### src/rtl/mem_req_queue_pkg.sv
// rtl/mem_req_queue_pkg.sv - size encodings, bus widths and request-format helpers
package mem_req_queue_pkg;

    localparam logic [1:0] SIZE_BYTE = 2'd0;
    localparam logic [1:0] SIZE_HALF = 2'd1;
    localparam logic [1:0] SIZE_WORD = 2'd2;

    localparam int ADDR_W        = 32;
    localparam int DATA_W        = 32;
    localparam int STRB_W        = DATA_W / 8;
    localparam int ENTRY_FLAGS_W = 2;

    // Any size with bit 1 set is handled as a word.
    function automatic logic is_misaligned(input logic [1:0] size, input logic [1:0] addr_lo);
        logic mis;
        mis = 1'b0;
        if (size == SIZE_HALF) begin
            mis = addr_lo[0];
        end else if (size[1]) begin
            mis = |addr_lo;
        end
        return mis;
    endfunction

    function automatic logic [STRB_W-1:0] make_wstrb(input logic wr, input logic [1:0] size,
                                                      input logic [1:0] addr_lo);
        logic [STRB_W-1:0] strb;
        case (size)
            SIZE_BYTE: strb = 4'b0001 << addr_lo;
            SIZE_HALF: strb = 4'b0011 << addr_lo;
            default:   strb = 4'b1111;
        endcase
        return wr ? strb : '0;
    endfunction

    function automatic logic [DATA_W-1:0] make_wdata(input logic [1:0] size, input logic [DATA_W-1:0] data);
        logic [DATA_W-1:0] rep;
        case (size)
            SIZE_BYTE: rep = {4{data[7:0]}};
            SIZE_HALF: rep = {2{data[15:0]}};
            default:   rep = data;
        endcase
        return rep;
    endfunction

endpackage

### src/rtl/mem_req_queue_if.sv
// rtl/mem_req_queue_if.sv - request, SRAM-like and response channels of the memory request queue
interface mem_req_queue_if #(
    parameter int TAG_W = 8
);
    import mem_req_queue_pkg::*;

    logic              in_valid;
    logic              in_ready;
    logic              in_wr;
    logic [1:0]        in_size;
    logic [ADDR_W-1:0] in_addr;
    logic [DATA_W-1:0] in_wdata;
    logic [TAG_W-1:0]  in_tag;

    logic              data_sram_req;
    logic              data_sram_wr;
    logic [1:0]        data_sram_size;
    logic [ADDR_W-1:0] data_sram_addr;
    logic [STRB_W-1:0] data_sram_wstrb;
    logic [DATA_W-1:0] data_sram_wdata;
    logic              data_sram_addr_ok;
    logic              data_sram_data_ok;
    logic [DATA_W-1:0] data_sram_rdata;

    logic              rsp_valid;
    logic              rsp_wr;
    logic              rsp_ale;
    logic [TAG_W-1:0]  rsp_tag;
    logic [DATA_W-1:0] rsp_rdata;

    modport slave (
        input  in_valid, in_wr, in_size, in_addr, in_wdata, in_tag,
        output in_ready,
        output data_sram_req, data_sram_wr, data_sram_size, data_sram_addr,
               data_sram_wstrb, data_sram_wdata,
        input  data_sram_addr_ok, data_sram_data_ok, data_sram_rdata,
        output rsp_valid, rsp_wr, rsp_ale, rsp_tag, rsp_rdata
    );

    modport master (
        output in_valid, in_wr, in_size, in_addr, in_wdata, in_tag,
        input  in_ready,
        input  data_sram_req, data_sram_wr, data_sram_size, data_sram_addr,
               data_sram_wstrb, data_sram_wdata,
        output data_sram_addr_ok, data_sram_data_ok, data_sram_rdata,
        input  rsp_valid, rsp_wr, rsp_ale, rsp_tag, rsp_rdata
    );

endinterface

### src/rtl/sync_fifo.sv
// rtl/sync_fifo.sv - pointer-based FIFO storage; occupancy is tracked by the owner
module sync_fifo #(
    parameter int  DEPTH = 2,
    parameter int  WIDTH = 8,
    localparam int PTR_W = (DEPTH > 1) ? $clog2(DEPTH) : 1
) (
    input  logic             clk,
    input  logic             reset,
    input  logic             push_i,
    input  logic             pop_i,
    input  logic [WIDTH-1:0] wdata_i,
    output logic [WIDTH-1:0] rdata_o,
    output logic [PTR_W-1:0] wr_ptr_o,
    output logic [PTR_W-1:0] rd_ptr_o
);
    localparam logic [PTR_W-1:0] LAST = PTR_W'(DEPTH - 1);

    logic [WIDTH-1:0] mem_q [DEPTH];
    logic [PTR_W-1:0] wr_ptr_q, wr_ptr_d;
    logic [PTR_W-1:0] rd_ptr_q, rd_ptr_d;

    function automatic logic [PTR_W-1:0] bump(input logic [PTR_W-1:0] p);
        return (p == LAST) ? '0 : p + 1'b1;
    endfunction

    always_comb begin
        wr_ptr_d = wr_ptr_q;
        rd_ptr_d = rd_ptr_q;
        if (push_i) wr_ptr_d = bump(wr_ptr_q);
        if (pop_i)  rd_ptr_d = bump(rd_ptr_q);
    end

    always_ff @(posedge clk) begin
        if (reset) begin
            wr_ptr_q <= '0;
            rd_ptr_q <= '0;
        end else begin
            wr_ptr_q <= wr_ptr_d;
            rd_ptr_q <= rd_ptr_d;
        end
    end

    always_ff @(posedge clk) begin
        if (push_i) mem_q[wr_ptr_q] <= wdata_i;
    end

    assign rdata_o  = mem_q[rd_ptr_q];
    assign wr_ptr_o = wr_ptr_q;
    assign rd_ptr_o = rd_ptr_q;

endmodule

### src/rtl/mem_req_queue.sv
// rtl/mem_req_queue.sv - single-issue memory request queue with in-order completion and flush discard
module mem_req_queue
    import mem_req_queue_pkg::*;
#(
    parameter int DEPTH = 2,
    parameter int TAG_W = 8
) (
    input  logic            clk,
    input  logic            reset,
    input  logic            flush,
    output logic            busy,
    mem_req_queue_if.slave  bus
);
    localparam int PTR_W   = (DEPTH > 1) ? $clog2(DEPTH) : 1;
    localparam int CNT_W   = $clog2(DEPTH + 1);
    localparam int ENTRY_W = TAG_W + ENTRY_FLAGS_W;
    localparam logic [CNT_W-1:0] FULL = CNT_W'(DEPTH);

    logic              iss_valid_q, iss_valid_d;
    logic              iss_discard_q, iss_discard_d;
    logic              iss_wr_q, iss_wr_d;
    logic [1:0]        iss_size_q, iss_size_d;
    logic [ADDR_W-1:0] iss_addr_q, iss_addr_d;
    logic [STRB_W-1:0] iss_wstrb_q, iss_wstrb_d;
    logic [DATA_W-1:0] iss_wdata_q, iss_wdata_d;
    logic [TAG_W-1:0]  iss_tag_q, iss_tag_d;
    logic [CNT_W-1:0]  count_q, count_d;
    logic [DEPTH-1:0]  discard_q, discard_d;

    logic               accept, misaligned, issue_done, push, pop, push_discard;
    logic               head_valid, head_wr, head_ale, head_done;
    logic [ENTRY_W-1:0] push_entry, head_entry;
    logic [PTR_W-1:0]   wr_ptr, rd_ptr;

    assign misaligned   = is_misaligned(bus.in_size, bus.in_addr[1:0]);
    assign bus.in_ready = !iss_valid_q && (count_q < FULL) && !flush && !reset;
    assign accept       = bus.in_valid && bus.in_ready;
    assign issue_done   = iss_valid_q && bus.data_sram_addr_ok;
    assign push         = issue_done || (accept && misaligned);
    assign push_discard = issue_done && (iss_discard_q || flush);
    assign push_entry   = issue_done ? {iss_tag_q, iss_wr_q, 1'b0} : {bus.in_tag, bus.in_wr, 1'b1};

    // Head is judged on registered occupancy, so a same-cycle push never completes early.
    assign head_valid        = (count_q != '0);
    assign {head_wr, head_ale} = head_entry[1:0];
    assign head_done         = head_valid && (head_ale || bus.data_sram_data_ok);
    assign pop               = head_done;

    assign bus.data_sram_req   = iss_valid_q;
    assign bus.data_sram_wr    = iss_wr_q;
    assign bus.data_sram_size  = iss_size_q;
    assign bus.data_sram_addr  = iss_addr_q;
    assign bus.data_sram_wstrb = iss_wstrb_q;
    assign bus.data_sram_wdata = iss_wdata_q;

    assign bus.rsp_valid = head_done && !discard_q[rd_ptr] && !flush && !reset;
    assign bus.rsp_wr    = head_wr;
    assign bus.rsp_ale   = head_ale;
    assign bus.rsp_tag   = head_entry[ENTRY_W-1:ENTRY_FLAGS_W];
    assign bus.rsp_rdata = (head_ale || head_wr) ? '0 : bus.data_sram_rdata;
    assign busy          = iss_valid_q || head_valid;

    always_comb begin
        iss_valid_d   = iss_valid_q;
        iss_discard_d = iss_discard_q;
        iss_wr_d      = iss_wr_q;
        iss_size_d    = iss_size_q;
        iss_addr_d    = iss_addr_q;
        iss_wstrb_d   = iss_wstrb_q;
        iss_wdata_d   = iss_wdata_q;
        iss_tag_d     = iss_tag_q;
        if (accept && !misaligned) begin
            iss_valid_d   = 1'b1;
            iss_discard_d = 1'b0;
            iss_wr_d      = bus.in_wr;
            iss_size_d    = bus.in_size;
            iss_addr_d    = bus.in_addr;
            iss_wstrb_d   = make_wstrb(bus.in_wr, bus.in_size, bus.in_addr[1:0]);
            iss_wdata_d   = make_wdata(bus.in_size, bus.in_wdata);
            iss_tag_d     = bus.in_tag;
        end else if (issue_done) begin
            iss_valid_d = 1'b0;
        end
        // The pending SRAM request keeps its payload; flush only marks it for silent drain.
        if (flush && iss_valid_q) iss_discard_d = 1'b1;

        discard_d = flush ? '1 : discard_q;
        if (push) discard_d[wr_ptr] = push_discard;

        count_d = count_q;
        if (push && !pop) begin
            count_d = count_q + CNT_W'(1);
        end else if (pop && !push) begin
            count_d = count_q - CNT_W'(1);
        end
    end

    always_ff @(posedge clk) begin
        if (reset) begin
            iss_valid_q   <= 1'b0;
            iss_discard_q <= 1'b0;
            iss_wr_q      <= 1'b0;
            iss_size_q    <= '0;
            iss_addr_q    <= '0;
            iss_wstrb_q   <= '0;
            iss_wdata_q   <= '0;
            iss_tag_q     <= '0;
            count_q       <= '0;
            discard_q     <= '0;
        end else begin
            iss_valid_q   <= iss_valid_d;
            iss_discard_q <= iss_discard_d;
            iss_wr_q      <= iss_wr_d;
            iss_size_q    <= iss_size_d;
            iss_addr_q    <= iss_addr_d;
            iss_wstrb_q   <= iss_wstrb_d;
            iss_wdata_q   <= iss_wdata_d;
            iss_tag_q     <= iss_tag_d;
            count_q       <= count_d;
            discard_q     <= discard_d;
        end
    end

    sync_fifo #(
        .DEPTH (DEPTH),
        .WIDTH (ENTRY_W)
    ) u_fifo (
        .clk      (clk),
        .reset    (reset),
        .push_i   (push),
        .pop_i    (pop),
        .wdata_i  (push_entry),
        .rdata_o  (head_entry),
        .wr_ptr_o (wr_ptr),
        .rd_ptr_o (rd_ptr)
    );

endmodule
### src/flat_wrapper.sv
// flat-port wrapper written by rule: the top's interface ports become plain ports
module mem_req_queue_flat import mem_req_queue_pkg::*;
#(
    parameter int DEPTH = 2,
    parameter int TAG_W = 8
)
  (clk, reset, flush, busy, bus_in_valid, bus_in_wr, bus_in_size, bus_in_addr, bus_in_wdata, bus_in_tag, bus_in_ready, bus_data_sram_req, bus_data_sram_wr, bus_data_sram_size, bus_data_sram_addr, bus_data_sram_wstrb, bus_data_sram_wdata, bus_data_sram_addr_ok, bus_data_sram_data_ok, bus_data_sram_rdata, bus_rsp_valid, bus_rsp_wr, bus_rsp_ale, bus_rsp_tag, bus_rsp_rdata);
  mem_req_queue_if #(.TAG_W(TAG_W)) bus_i ();
  input  logic clk;
  input  logic reset;
  input  logic flush;
  output logic busy;
  input wire logic [$bits(bus_i.in_valid)-1:0] bus_in_valid;
  input wire logic [$bits(bus_i.in_wr)-1:0] bus_in_wr;
  input wire logic [$bits(bus_i.in_size)-1:0] bus_in_size;
  input wire logic [$bits(bus_i.in_addr)-1:0] bus_in_addr;
  input wire logic [$bits(bus_i.in_wdata)-1:0] bus_in_wdata;
  input wire logic [$bits(bus_i.in_tag)-1:0] bus_in_tag;
  output wire logic [$bits(bus_i.in_ready)-1:0] bus_in_ready;
  output wire logic [$bits(bus_i.data_sram_req)-1:0] bus_data_sram_req;
  output wire logic [$bits(bus_i.data_sram_wr)-1:0] bus_data_sram_wr;
  output wire logic [$bits(bus_i.data_sram_size)-1:0] bus_data_sram_size;
  output wire logic [$bits(bus_i.data_sram_addr)-1:0] bus_data_sram_addr;
  output wire logic [$bits(bus_i.data_sram_wstrb)-1:0] bus_data_sram_wstrb;
  output wire logic [$bits(bus_i.data_sram_wdata)-1:0] bus_data_sram_wdata;
  input wire logic [$bits(bus_i.data_sram_addr_ok)-1:0] bus_data_sram_addr_ok;
  input wire logic [$bits(bus_i.data_sram_data_ok)-1:0] bus_data_sram_data_ok;
  input wire logic [$bits(bus_i.data_sram_rdata)-1:0] bus_data_sram_rdata;
  output wire logic [$bits(bus_i.rsp_valid)-1:0] bus_rsp_valid;
  output wire logic [$bits(bus_i.rsp_wr)-1:0] bus_rsp_wr;
  output wire logic [$bits(bus_i.rsp_ale)-1:0] bus_rsp_ale;
  output wire logic [$bits(bus_i.rsp_tag)-1:0] bus_rsp_tag;
  output wire logic [$bits(bus_i.rsp_rdata)-1:0] bus_rsp_rdata;
  assign bus_i.in_valid = bus_in_valid;
  assign bus_i.in_wr = bus_in_wr;
  assign bus_i.in_size = bus_in_size;
  assign bus_i.in_addr = bus_in_addr;
  assign bus_i.in_wdata = bus_in_wdata;
  assign bus_i.in_tag = bus_in_tag;
  assign bus_in_ready = bus_i.in_ready;
  assign bus_data_sram_req = bus_i.data_sram_req;
  assign bus_data_sram_wr = bus_i.data_sram_wr;
  assign bus_data_sram_size = bus_i.data_sram_size;
  assign bus_data_sram_addr = bus_i.data_sram_addr;
  assign bus_data_sram_wstrb = bus_i.data_sram_wstrb;
  assign bus_data_sram_wdata = bus_i.data_sram_wdata;
  assign bus_i.data_sram_addr_ok = bus_data_sram_addr_ok;
  assign bus_i.data_sram_data_ok = bus_data_sram_data_ok;
  assign bus_i.data_sram_rdata = bus_data_sram_rdata;
  assign bus_rsp_valid = bus_i.rsp_valid;
  assign bus_rsp_wr = bus_i.rsp_wr;
  assign bus_rsp_ale = bus_i.rsp_ale;
  assign bus_rsp_tag = bus_i.rsp_tag;
  assign bus_rsp_rdata = bus_i.rsp_rdata;
  mem_req_queue #(.DEPTH(DEPTH), .TAG_W(TAG_W)) u_core (.clk(clk), .reset(reset), .flush(flush), .busy(busy), .bus(bus_i));
endmodule
### config.mk
export PLATFORM = sky130hd
export DESIGN_NAME = mem_req_queue_flat
export DESIGN_NICKNAME = d
export VERILOG_FILES = /design/src/rtl/mem_req_queue_pkg.sv /design/src/rtl/mem_req_queue_if.sv /design/src/rtl/sync_fifo.sv /design/src/rtl/mem_req_queue.sv /design/src/flat_wrapper.sv
export SDC_FILE = /design/constraint.sdc
export NUM_CORES = 1
export LEC_CHECK = 0
export BUFFER_PORTS_ARGS = -buffer_cell sky130_fd_sc_hd__buf_2
export CAP_MARGIN = 40
export CORE_MARGIN = 2
export CORE_UTILIZATION = 40
export CTS_BUF_LIST = sky130_fd_sc_hd__clkbuf_8
export DETAILED_ROUTE_END_ITERATION = 6
export GPL_ROUTABILITY_DRIVEN = 0
export HOLD_SLACK_MARGIN = 0.05
export PLACE_DENSITY = 0.76
export SLEW_MARGIN = 20
export SYNTH_ARGS = -nofsm -noshare
export SYNTH_HDL_FRONTEND = slang
export SYNTH_SLANG_ARGS = --single-unit
### constraint.sdc
create_clock -name clk -period 4.6 [get_ports clk]
set_input_delay 0.92 -clock clk [delete_from_list [all_inputs] [get_ports clk]]
set_output_delay 0.92 -clock clk [all_outputs]
set_load 0.005 [all_outputs]
==> summary.txt <==
Outcome
  – Status: finished clean

Drt
  – # DRC: 0
  – DR vias: 4300
  – Initial DRT Pass Iterations: 4
  – Drt first-iter violations: 162
  – DR vias/cell: 4.903
  – Post-Route WL: about 12 mm
  – Post-DR wirelength/cell: 14.13 um
  – Post-DRT Antenna Nets: 0

Die
  – Top-Level Pins: 230
  – Die Wd: 111.2 um
  – Core footprint: 11320 um^2
  – Initial Utilization: 0.4058
  – Die area: ~12000 um^2
  – Die Y: 111.2 um
  – Cell row count: 39

Clock tree
  – Sink Count: 108
  – # resized after CTS: 0
  – Setup Fix Bufs, Post-CTS: 0
  – Max clock buf depth: 2
  – Clk root buf: clkbuf_8
  – Clk_lat worst skew: 0.38 ns
  – Clk slew on worst S/H paths: 0.10 ns
  – Cts hold-fix bufs: 0
  – Clock buffer count from CTS: 9
  – CTS tree: done
  – CTS HTree Levels: 3

Worst setup path
  – CP bufs+invs: 4
  – Max incr delay on CP: 0.31 ns
  – Slowest stage cell, crit path: nor4_1
  – CP cell instances: buf_2, buf_4, buf_16, nor4_1, buf_2
  – CP Launch Type: input port
  – Most frequent CP cell: buf_2
  – Crit path max fanout: 64
  – Crit path DAT: 2.00 ns
  – Crit. End Element: output pin
  – Critical Path RT: ~3.7 ns
  – Crit path kind: in -> out
  – CP top delay family: buffers and inverters

Global routing
  – Vias in the first global route: 4067
  – Largest net degree at the start of global routing: about 80
  – Grt ovf: 0
  – Global-route wire length before repair: around 20 mm
  – GRT Total Usage: 0.1948
  – Antenna violations before repair: 0

Power and ir drop
  – Peak supply drop: between 0.15 and 0.2 mV
  – Pwr Total: just under 2 mW
  – Pleak: ~2.7 nW
  – P per Cell Area: 323.7 nW/um^2

Layout
  – Design Area, Final: 6015 um^2
  – Nets@finish: 843
  – Area Overhead vs Synth: 30.91%
  – Ant diodes: 0
  – Commonest non-fill, non-tap cell in the layout: buf_2
  – Layout cell share with drive strength beyond 1: 0.3801
  – Commonest cells after routing, fill and taps aside: buf_2, nand2_1, dfxtp_1

STA
  – Setup total negative slack: 0 ns
  – Pins Over Slew Limit: 0
  – Setup violators final: 0
  – Final Worst Setup Slack: between 1.5 and 2 ns
  – Measured slew at the worst slew-check pin: 0.7491 ns
  – Final period util: 0.6347
  – Fin. Hold Viols: 0
  – Hold WS: roughly 0.46 ns
  – RSZ-0062 raised after global routing: no
  – Max Clk Rate: 342.5 MHz
  – Setup Skew: about 0.014 ns
  – Period minus WS final: roughly 2.9 ns
  – Slew HR: 0.4987

Yosys
  – Mapped Avg Cell Area: roughly 8.9 um^2
  – Syn nets: 632
  – Mapped cell area: ~4600 um^2
  – Synthesis-stage register bit count: 108
  – Post-synth top area share: 0.3834
  – Synth area leaders: dfxtp_1, edfxtp_1, nand2_1, a21oi_1, mux2_2
  – Post-synth top area cell: dfxtp_1
  – Synthesis warning total: 0
  – Post-Syn Instances: 518
  – Sequential area share after synthesis: 0.5142
  – Cell variety after synth: 33

Flow run
  – Max_cap viols: 0

Placement
  – Post-Place Worst Slack: 1.200 ns
  – Post-DP HPWL: 8.944 mm
  – Post-DP Area: 5797 um^2
  – Port bufs: between 200 and 250

Hold path
  – Hold Path Class: reg -> reg
sequential cells by signal (all words and copies together) (netlist names), named ones only:
signal,count
u_core.discard_q,2
u_core.u_fifo.wr_ptr_o,1
u_core.u_fifo.rd_ptr_o,1
u_core.u_fifo.mem_q,20
u_core.bus.data_sram_wr,1
u_core.count_q,2
u_core.bus.data_sram_size,2
u_core.iss_discard_q,1
u_core.bus.data_sram_addr,32
u_core.iss_tag_q,8
u_core.bus.data_sram_wstrb,4
u_core.bus.data_sram_req,1
u_core.bus.data_sram_wdata,32
metal layers:
layer	global-route usage	share of wire	vias up	routed length, um
met3	0.05850	0.084	9	1045
met1	0.2329	0.42	1949	5175
met4	0.05597	0.0077	0	95
li1	-	-	2167	-
met5	0	0	-	0
met2	0.3390	0.49	175	6076
where the power goes:
group | switching (mW) | total, mW | internal (mW)
logic | 0.170 | 0.341 | 0.171
clock network | 0.349 | 0.559 | 0.211
registers | 0.0377 | 1.05 | 1.01
worst paths after layout:
check	startpoint	to	slack, ns	cells past startpoint
hold reg to reg	u_core.bus.data_sram_size[0]$_SDFFE_PP0P_	u_core.bus.data_sram_size[0]$_SDFFE_PP0P_	0.46	2
setup / recovery	reset	bus_rsp_valid	1.68	5
setup reg to reg	register	u_core.count_q[1]$_SDFFE_PP0P_	2.35	5
hold / removal	u_core.bus.data_sram_size[0]$_SDFFE_PP0P_	u_core.bus.data_sram_size[0]$_SDFFE_PP0P_	0.46	2
cell usage after synthesis:
library cell,instances
a211o_1,1
a211oi_1,8
a21oi_1,69
a22oi_1,1
a311oi_1,8
buf_1,5
buf_2,6
buf_4,2
buf_6,6
clkbuf_1,19
dfxtp_1,88
edfxtp_1,20
ha_1,1
inv_1,2
inv_2,1
mux2_2,20
mux2i_1,17
nand2_1,148
nand2b_1,1
nor2_1,26
nor2b_1,35
nor3_1,3
nor4_1,1
o211a_4,1
o211ai_1,6
o21ai_0,13
o22ai_1,1
o41a_4,1
or2_2,1
or2b_1,1
or3_1,2
or4_4,1
xor2_1,3
worst min-delay path, delay by kind of cell (launching register included):
kind	cells	cell delay (ns)
AO/OA/AOI/OAI	1	0.05
AND/OR/NAND/NOR	1	0.05
flip-flops	1	0.32
per-stage QoR:
| step | instances | util |
|---|---|---|
| floorplan | 518 | - |
| global placement | 856 | 0.5080 |
| detailed placement | 859 | 0.5120 |
| CTS | 875 | 0.5288 |
| global route | 877 | 0.5313 |
| finish | 877 | 0.5313 |
final cells by class:
type                    instances  area [um^2]
fillers                      1077         5306
flip-flops and latches        108         2362
multi-input cells             369         2022
repair buffers                238         1250
well taps                     143        178.9
clock buffers                   9        123.9
clock inverters                 7        66.31
inverters                       3        11.26
cell families after synthesis:
| group | share of synthesized area |
|---|---|
| AO/OA/AOI/OAI | 0.1408 |
| adder cells (fa/ha/maj) | 0.002723 |
| buffers and inverters | 0.04657 |
| AND/OR/NAND/NOR | 0.2040 |
| flip-flops | 0.5142 |
| XOR/XNOR | 0.005720 |
| multiplexers | 0.08606 |
No activity file was read; power rests on OpenSTA's default activity.
